[config.mk]
export PLATFORM = sky130hd
export DESIGN_NAME = exec_profiler
export DESIGN_NICKNAME = d
export VERILOG_FILES = /design/src/rtl/exec_profiler.sv
export SDC_FILE = /design/constraint.sdc
export NUM_CORES = 1
export LEC_CHECK = 0
export BUFFER_PORTS_ARGS = -buffer_cell sky130_fd_sc_hd__buf_4
export CAP_MARGIN = 20
export CORE_MARGIN = 5
export CORE_UTILIZATION = 60
export CTS_BUF_LIST = sky130_fd_sc_hd__clkbuf_4 sky130_fd_sc_hd__clkbuf_8
export DETAILED_ROUTE_END_ITERATION = 8
export GPL_ROUTABILITY_DRIVEN = 0
export PLACE_DENSITY_LB_ADDON = 0.25
export SLEW_MARGIN = 20
export SYNTH_ARGS = -nofsm -noshare
export SYNTH_HDL_FRONTEND = slang
export SYNTH_SLANG_ARGS = --single-unit
[constraint.sdc]
create_clock -name in_clk -period 9.1 [get_ports in_clk]
set_input_delay 2.73 -clock in_clk [delete_from_list [all_inputs] [get_ports in_clk]]
set_output_delay 2.73 -clock in_clk [all_outputs]
set_load 0.02 [all_outputs]
[src/rtl/exec_profiler.sv]
// rtl/exec_profiler.sv - windowed cycle/event profiler with shadow readout, threshold and overflow flags
module exec_profiler #(
  parameter int NUM_CH   = 4,
  parameter int CNT_W    = 32,
  parameter int SEL_W    = 2,
  parameter int SATURATE = 1
) (
  input  logic              in_clk,
  input  logic              in_reset,
  input  logic              in_clear,
  input  logic              in_start,
  input  logic              in_stop,
  input  logic [NUM_CH-1:0] in_event,
  input  logic              in_snapshot,
  input  logic [CNT_W-1:0]  in_threshold,
  input  logic [SEL_W-1:0]  in_rd_sel,
  output logic              out_running,
  output logic              out_done,
  output logic [CNT_W-1:0]  out_cycle,
  output logic [CNT_W-1:0]  out_count,
  output logic [NUM_CH-1:0] out_over,
  output logic [NUM_CH:0]   out_ovf
);

  typedef enum logic [1:0] {IDLE, RUN, DONE} state_t;

  state_t state, next_state;

  logic [CNT_W-1:0]  live_cyc, shadow_cyc, cyc_next;
  logic [CNT_W-1:0]  live_ev   [NUM_CH];
  logic [CNT_W-1:0]  shadow_ev [NUM_CH];
  logic [CNT_W-1:0]  ev_next   [NUM_CH];
  logic              cyc_carry;
  logic [NUM_CH-1:0] ev_carry;
  logic [NUM_CH-1:0] over;
  logic [NUM_CH:0]   ovf;

  logic start_win, counting, capture;
  assign start_win = (state != RUN) && in_start;
  assign counting  = (state == RUN) && !in_stop;
  assign capture   = in_snapshot || ((state == RUN) && in_stop);

  always_ff @(posedge in_clk) begin
    if (in_reset || in_clear) state <= IDLE;
    else                      state <= next_state;
  end

  always_comb begin
    next_state = state;
    case (state)
      IDLE, DONE: if (in_start) next_state = RUN;
      RUN:        if (in_stop)  next_state = DONE;
      default:    next_state = IDLE;
    endcase
  end

  always_comb begin
    out_running = (state == RUN);
    out_done    = (state == DONE);
  end

  // Carry out of the increment marks overflow; result then saturates or wraps.
  always_comb begin
    logic [CNT_W:0] sum;
    sum       = {1'b0, live_cyc} + (CNT_W+1)'(1);
    cyc_carry = sum[CNT_W];
    cyc_next  = cyc_carry ? ((SATURATE != 0) ? {CNT_W{1'b1}} : {CNT_W{1'b0}}) : sum[CNT_W-1:0];
    for (int i = 0; i < NUM_CH; i++) begin
      sum         = {1'b0, live_ev[i]} + (CNT_W+1)'(1);
      ev_carry[i] = sum[CNT_W];
      ev_next[i]  = ev_carry[i] ? ((SATURATE != 0) ? {CNT_W{1'b1}} : {CNT_W{1'b0}}) : sum[CNT_W-1:0];
    end
  end

  always_ff @(posedge in_clk) begin
    if (in_reset || in_clear) begin
      live_cyc   <= '0;
      shadow_cyc <= '0;
      over       <= '0;
      ovf        <= '0;
      for (int i = 0; i < NUM_CH; i++) begin
        live_ev[i]   <= '0;
        shadow_ev[i] <= '0;
      end
    end else begin
      // Shadows take pre-increment values, so a stop edge captures the final window.
      if (capture) begin
        shadow_cyc <= live_cyc;
        for (int i = 0; i < NUM_CH; i++) shadow_ev[i] <= live_ev[i];
      end
      if (start_win) begin
        live_cyc <= '0;
        over     <= '0;
        ovf      <= '0;
        for (int i = 0; i < NUM_CH; i++) live_ev[i] <= '0;
      end else if (counting) begin
        live_cyc <= cyc_next;
        if (cyc_carry) ovf[NUM_CH] <= 1'b1;
        for (int i = 0; i < NUM_CH; i++) begin
          if (in_event[i]) begin
            live_ev[i] <= ev_next[i];
            if (ev_carry[i]) ovf[i] <= 1'b1;
            if ((in_threshold != '0) && (ev_next[i] == in_threshold)) over[i] <= 1'b1;
          end
        end
      end
    end
  end

  always_comb begin
    out_count = '0;
    for (int i = 0; i < NUM_CH; i++)
      if (in_rd_sel == SEL_W'(i)) out_count = shadow_ev[i];
  end

  assign out_cycle = shadow_cyc;
  assign out_over  = over;
  assign out_ovf   = ovf;

endmodule

# Word level (Yosys, flattened, before mapping)
# Memories as Yosys holds them, arrays and structs flattened.
# Index checks and enable logic that the tools add are counted.
# word_totals
register_bits	75
ram_bits	256
in_bits	44
out_inout_bits	75
word_cells	120
mem_count	2
# mem_list
memory	words	word_bits	rd	rd_ports_with_merged_regs	write_ports	line	text
live_ev	4	32	4	0	4	30	logic [CNT_W-1:0] live_ev [NUM_CH];
shadow_ev	4	32	4	0	4	31	logic [CNT_W-1:0] shadow_ev [NUM_CH];
# classes
n_addsub	5
eq_ne	12
mux	52
bitwise	12
reduce_logical	25
# op_table
cell	n
two-way mux 32 bit	21
adder 32 x 1 -> 33 bit, second input constant	5
== test 32 bit	4
nonzero test 32 bit	1
two-way mux 1 bit	28
AND reduction 3 bit	8
OR 1 bit	12
logical AND 1 bit	7
== test 2 bit, second input constant	3
== test 2 x 1 -> 1 bit, second input constant	2
logical NOT 2 bit	2
two-way mux 2 bit	2
inequality test 2 bit, second input constant	2
case mux 2 bit (2 select lines)	1
AND reduction 2 bit	2
OR reduction 2 bit	2
logical OR 1 bit	2
inequality test 2 x 1 -> 1 bit, second input constant	1
logical NOT 1 bit	1

# Logic depth before layout (Yosys ltp)
# logic_depth
word_depth	7
mapped_depth	13
mapped_depth_nobuf	10

# Worst setup path after synthesis
# No wires, ideal clock.
# synth_timing
kind	in2out
start	in in_rd_sel[0]
end	out out_count[10]
arrival_time_ns	4.130
t_required_ns	6.370
path_slack_ns	2.240
path_stages	3
n_path_buf	2
path_cell_list	clkbuf_1 -> buf_1 -> mux4_2
# synth_via
elab_chain_cells	5
word_cells_on_any_way	8
cone_classes	3 x eq/ne; 4 x mux; 1 x reduce/logical
# synth_rtl
item	line	text
start: declaration	16	input logic [SEL_W-1:0] in_rd_sel,
logical NOT 2 bit	113	if (in_rd_sel == SEL_W'(i)) out_count = shadow_ev[i];
two-way mux 32 bit (3 in a row)	113	
two-way mux 32 bit *	113	
end: declaration	20	output logic [CNT_W-1:0] out_count,
# Mark *: on every way between the ends. The rest lies on a longest branch, timed or not.

# Worst setup path after layout
# layout_timing
start	in in_rd_sel[0]
end	out out_count[22]
# Same word-level chain as after synthesis.

==> impl_metrics.env <==
export IMPL_status="completed"
export IMPL_worstReg2RegStart="live_ev[2][5]"
export IMPL_io_buffers=118
export IMPL_crit_path_end_kind="output pin"
export IMPL_grt_pass1_vias=15400
export IMPL_grt_max_degree=119
export IMPL_synth_edf_count=224
export IMPL_die_w_um=187
export IMPL_fin_crit_ps=6740
export IMPL_hold_buffers=0
export IMPL_synth_compound_area_frac=0.131
export IMPL_finalNonFillerCells=2379
export IMPL_mostFrequentLayoutCell="edfxtp_1"
export IMPL_required_ps=6370
export IMPL_critical_path_arrival_ps=4010
export IMPL_yosys_area_share_xor_xnor=0.0828
export IMPL_placement_rows=64
export IMPL_synth_simple_area_share=0.225
export IMPL_worstSetupEndpoint="out_count[22]"
export IMPL_wl_per_cell_um=25.9
export IMPL_fill_cells=2395
export IMPL_max_freq_mhz=148
export IMPL_powerDensity_mw_per_mm2=159
export IMPL_vias_per_cell=6.95
export IMPL_fin_nets=1987
export IMPL_crit_start="in_rd_sel[0]"
export IMPL_finalCoreUtilization=0.681
export IMPL_cp_depth=3
export IMPL_overflow=0
export IMPL_worstReg2RegEnd="out_over[2]"
export IMPL_worst_pin_slew_ps=1090
export IMPL_critPathTopFamily="buffers and inverters"
export IMPL_worstSetupStartpointType="input pin"
export IMPL_rsz0062_at_grt="no"
export IMPL_postRouteAntennaNets=0
export IMPL_synth_nets=1932
export IMPL_first_iter_violations=2456
export IMPL_grt_busiest_layer="met2"
export IMPL_synth_top_family_by_area="simple AND/OR/NAND/NOR gates"
export IMPL_yosysWarnings=0
export IMPL_clock_path_buffers=3
export IMPL_slew_limit_headroom=0.266
export IMPL_cp_slowest_cell="mux4_2"
export IMPL_antenna_found_initial=2
export IMPL_grtUsageMet1=0.456
export IMPL_min_period_over_period=0.741
export IMPL_post_cts_setup_buffers=0
export IMPL_ys_ff_latch=331
export IMPL_setup_viol=0
export IMPL_worst_r2r_cell_count=9
export IMPL_htree_num_levels=2
export IMPL_cts_tree="done"
export IMPL_tns_ps=0
export IMPL_grt_first_pass_wirelength_um=92700
export IMPL_root_buffer="clkbuf_8"
export IMPL_hp_class="flop to flop"
export IMPL_syn_inst=1883
export IMPL_cts_resized=0
export IMPL_grt_use_met2=0.509
export IMPL_insertion_delay_ps=620
export IMPL_clk_pin_slew_ps=60
export IMPL_netlist_area_mm2=0.0188
export IMPL_synth_fa_ha_area_frac=0.00333
export IMPL_syn_to_final_growth_pct=11.5
export IMPL_worstPathBufferInverterCount=2
export IMPL_synth_async_sr_flop_share=0
export IMPL_path_max_fanout=32
export IMPL_synthDistinctLibCells=81
export IMPL_finClkSkew_ps=40.9
export IMPL_final_cell_mix="224 x edfxtp_1, 150 x nor2_1, 146 x a21oi_1"
export IMPL_synth_yosys_seq_area_share=0.472
export IMPL_r2r_slack_ps=4880
export IMPL_timing_final_hold_violations=0
export IMPL_die_y_um=187
export IMPL_total_power_mw=3.33
export IMPL_first_pass_iters=6
export IMPL_hpwl_um=43300
export IMPL_finalMaxSlewViolations=0
export IMPL_cp_cell_sequence="buf_4, mux4_2, buf_4"
export IMPL_dieArea_mm2=0.0350
export IMPL_start_util=0.611
export IMPL_synthMuxAreaShare=0.0509
export IMPL_numCtsBuffers=54
export IMPL_syn_avg_cell_area_um2=9.98
export IMPL_ir_drop_mv=0.128
export IMPL_place_inst=2278
export IMPL_cap_violations=0
export IMPL_slowest_delay_ps=600
export IMPL_drt_total_wl_um=61700
export IMPL_core_region_area_mm2=0.0307
export IMPL_p_leak_nw=7.41
export IMPL_clkSinkCount=331
export IMPL_route_detailed_drc=0
export IMPL_gr_usage_met3=0.0864
export IMPL_crit_type="input pin to output pin"
export IMPL_drive_gt1_frac=0.148
export IMPL_synthFlopType="edfxtp_1"
export IMPL_io_pins=119
export IMPL_route_vias_total=16500
export IMPL_cp_common_cell="buf_4"
export IMPL_grt_usage=0.338
where the power goes:
| part | switching (mW) | internal, mW | leakage [nW] | total [mW] |
|---|---|---|---|---|
| Clock | 0.596 | 0.768 | 0.611 | 1.36 |
| Sequential | 0.0554 | 1.65 | 3.47 | 1.70 |
| Combinational | 0.172 | 0.0947 | 3.33 | 0.267 |
worst reg2reg max path: stages, from the launching register on:
cell and delay [ps]:
dfxtp_1 520, nand4_1 470, nor4_2 820, nand4_1 760, and3_1 460, o21ai_0 180
nand2_1 100, a2111oi_0 490, nand4_1 200, o21ai_1 160
cell usage after synthesis, drive strengths merged (26+ instances only):
library cell | n | area share
xor2 | 64 | 0.030
dfxtp | 107 | 0.11
o21ai | 48 | 0.013
edfxtp | 224 | 0.36
and2 | 135 | 0.045
inv | 26 | 0.0052
nor4 | 51 | 0.020
xnor2 | 111 | 0.052
a21oi | 146 | 0.039
nor3 | 55 | 0.015
mux4 | 32 | 0.038
nor2 | 151 | 0.030
nand4 | 73 | 0.027
buf | 35 | 0.0089
nand2 | 109 | 0.022
clkbuf | 104 | 0.021
nand3 | 87 | 0.023
and3 | 40 | 0.014
a22o | 36 | 0.017
state kept, by name, summed over array words and instances, names as in the netlist:
name       flops
live_cyc      32
live_ev      128
out_cycle     32
out_over       4
out_ovf        5
shadow_ev    128
state          2
cells by family (layout without fill, tap and decap cells):
group           after synthesis  in the layout
mux                          55             55
fa+ha+maj                     5              5
simple gates                776            776
other cells                   0              4
buf+inv                     165            261
flops                       331            331
xor+xnor                    176            176
compound gates              375            375
through the flow:
step | setup WS [ps] | hold slack, ps | cell area [um2]
5_1_grt | 2250 | 495 | 20900
3_3_place_gp | 2390 | 449 | 19800
4_1_cts | 2330 | 455 | 20900
2_1_floorplan | 2240 | 476 | 18800
6_report | 2360 | 452 | 20900
3_5_place_dp | 2330 | 446 | 19800
layer usage:
layer / vias up / wire, um
met1: 7779 / 22100
met5: - / 11
met2: 1279 / 26600
li1: 7186 / -
met4: 2 / 4050
met3: 295 / 8880
worst min-delay path by stage:
stage          cells past startpoint      endpoint         from
6_report                           2   out_over[2]  out_over[2]
5_1_grt                            2   out_over[2]  out_over[2]
4_1_cts                            2   out_over[2]  out_over[2]
3_5_place_dp                       2   out_over[2]  out_over[2]
3_3_place_gp                       2   out_over[2]  out_over[2]
2_1_floorplan                      1  out_cycle[3]  live_cyc[3]
final cells by class:
class | instances | area, um2 | area share
clock inverter | 15 | 129 | 0.00615
tap | 396 | 495 | 0.0237
clock buffer | 82 | 1020 | 0.0485
antenna | 4 | 10.0 | 0.000478
multi-input combinational | 1387 | 9290 | 0.444
sequential | 331 | 8870 | 0.423
timing repair buffer | 138 | 1040 | 0.0495
inverter | 26 | 100 | 0.00478
No activity file was read; power rests on OpenSTA's default activity.
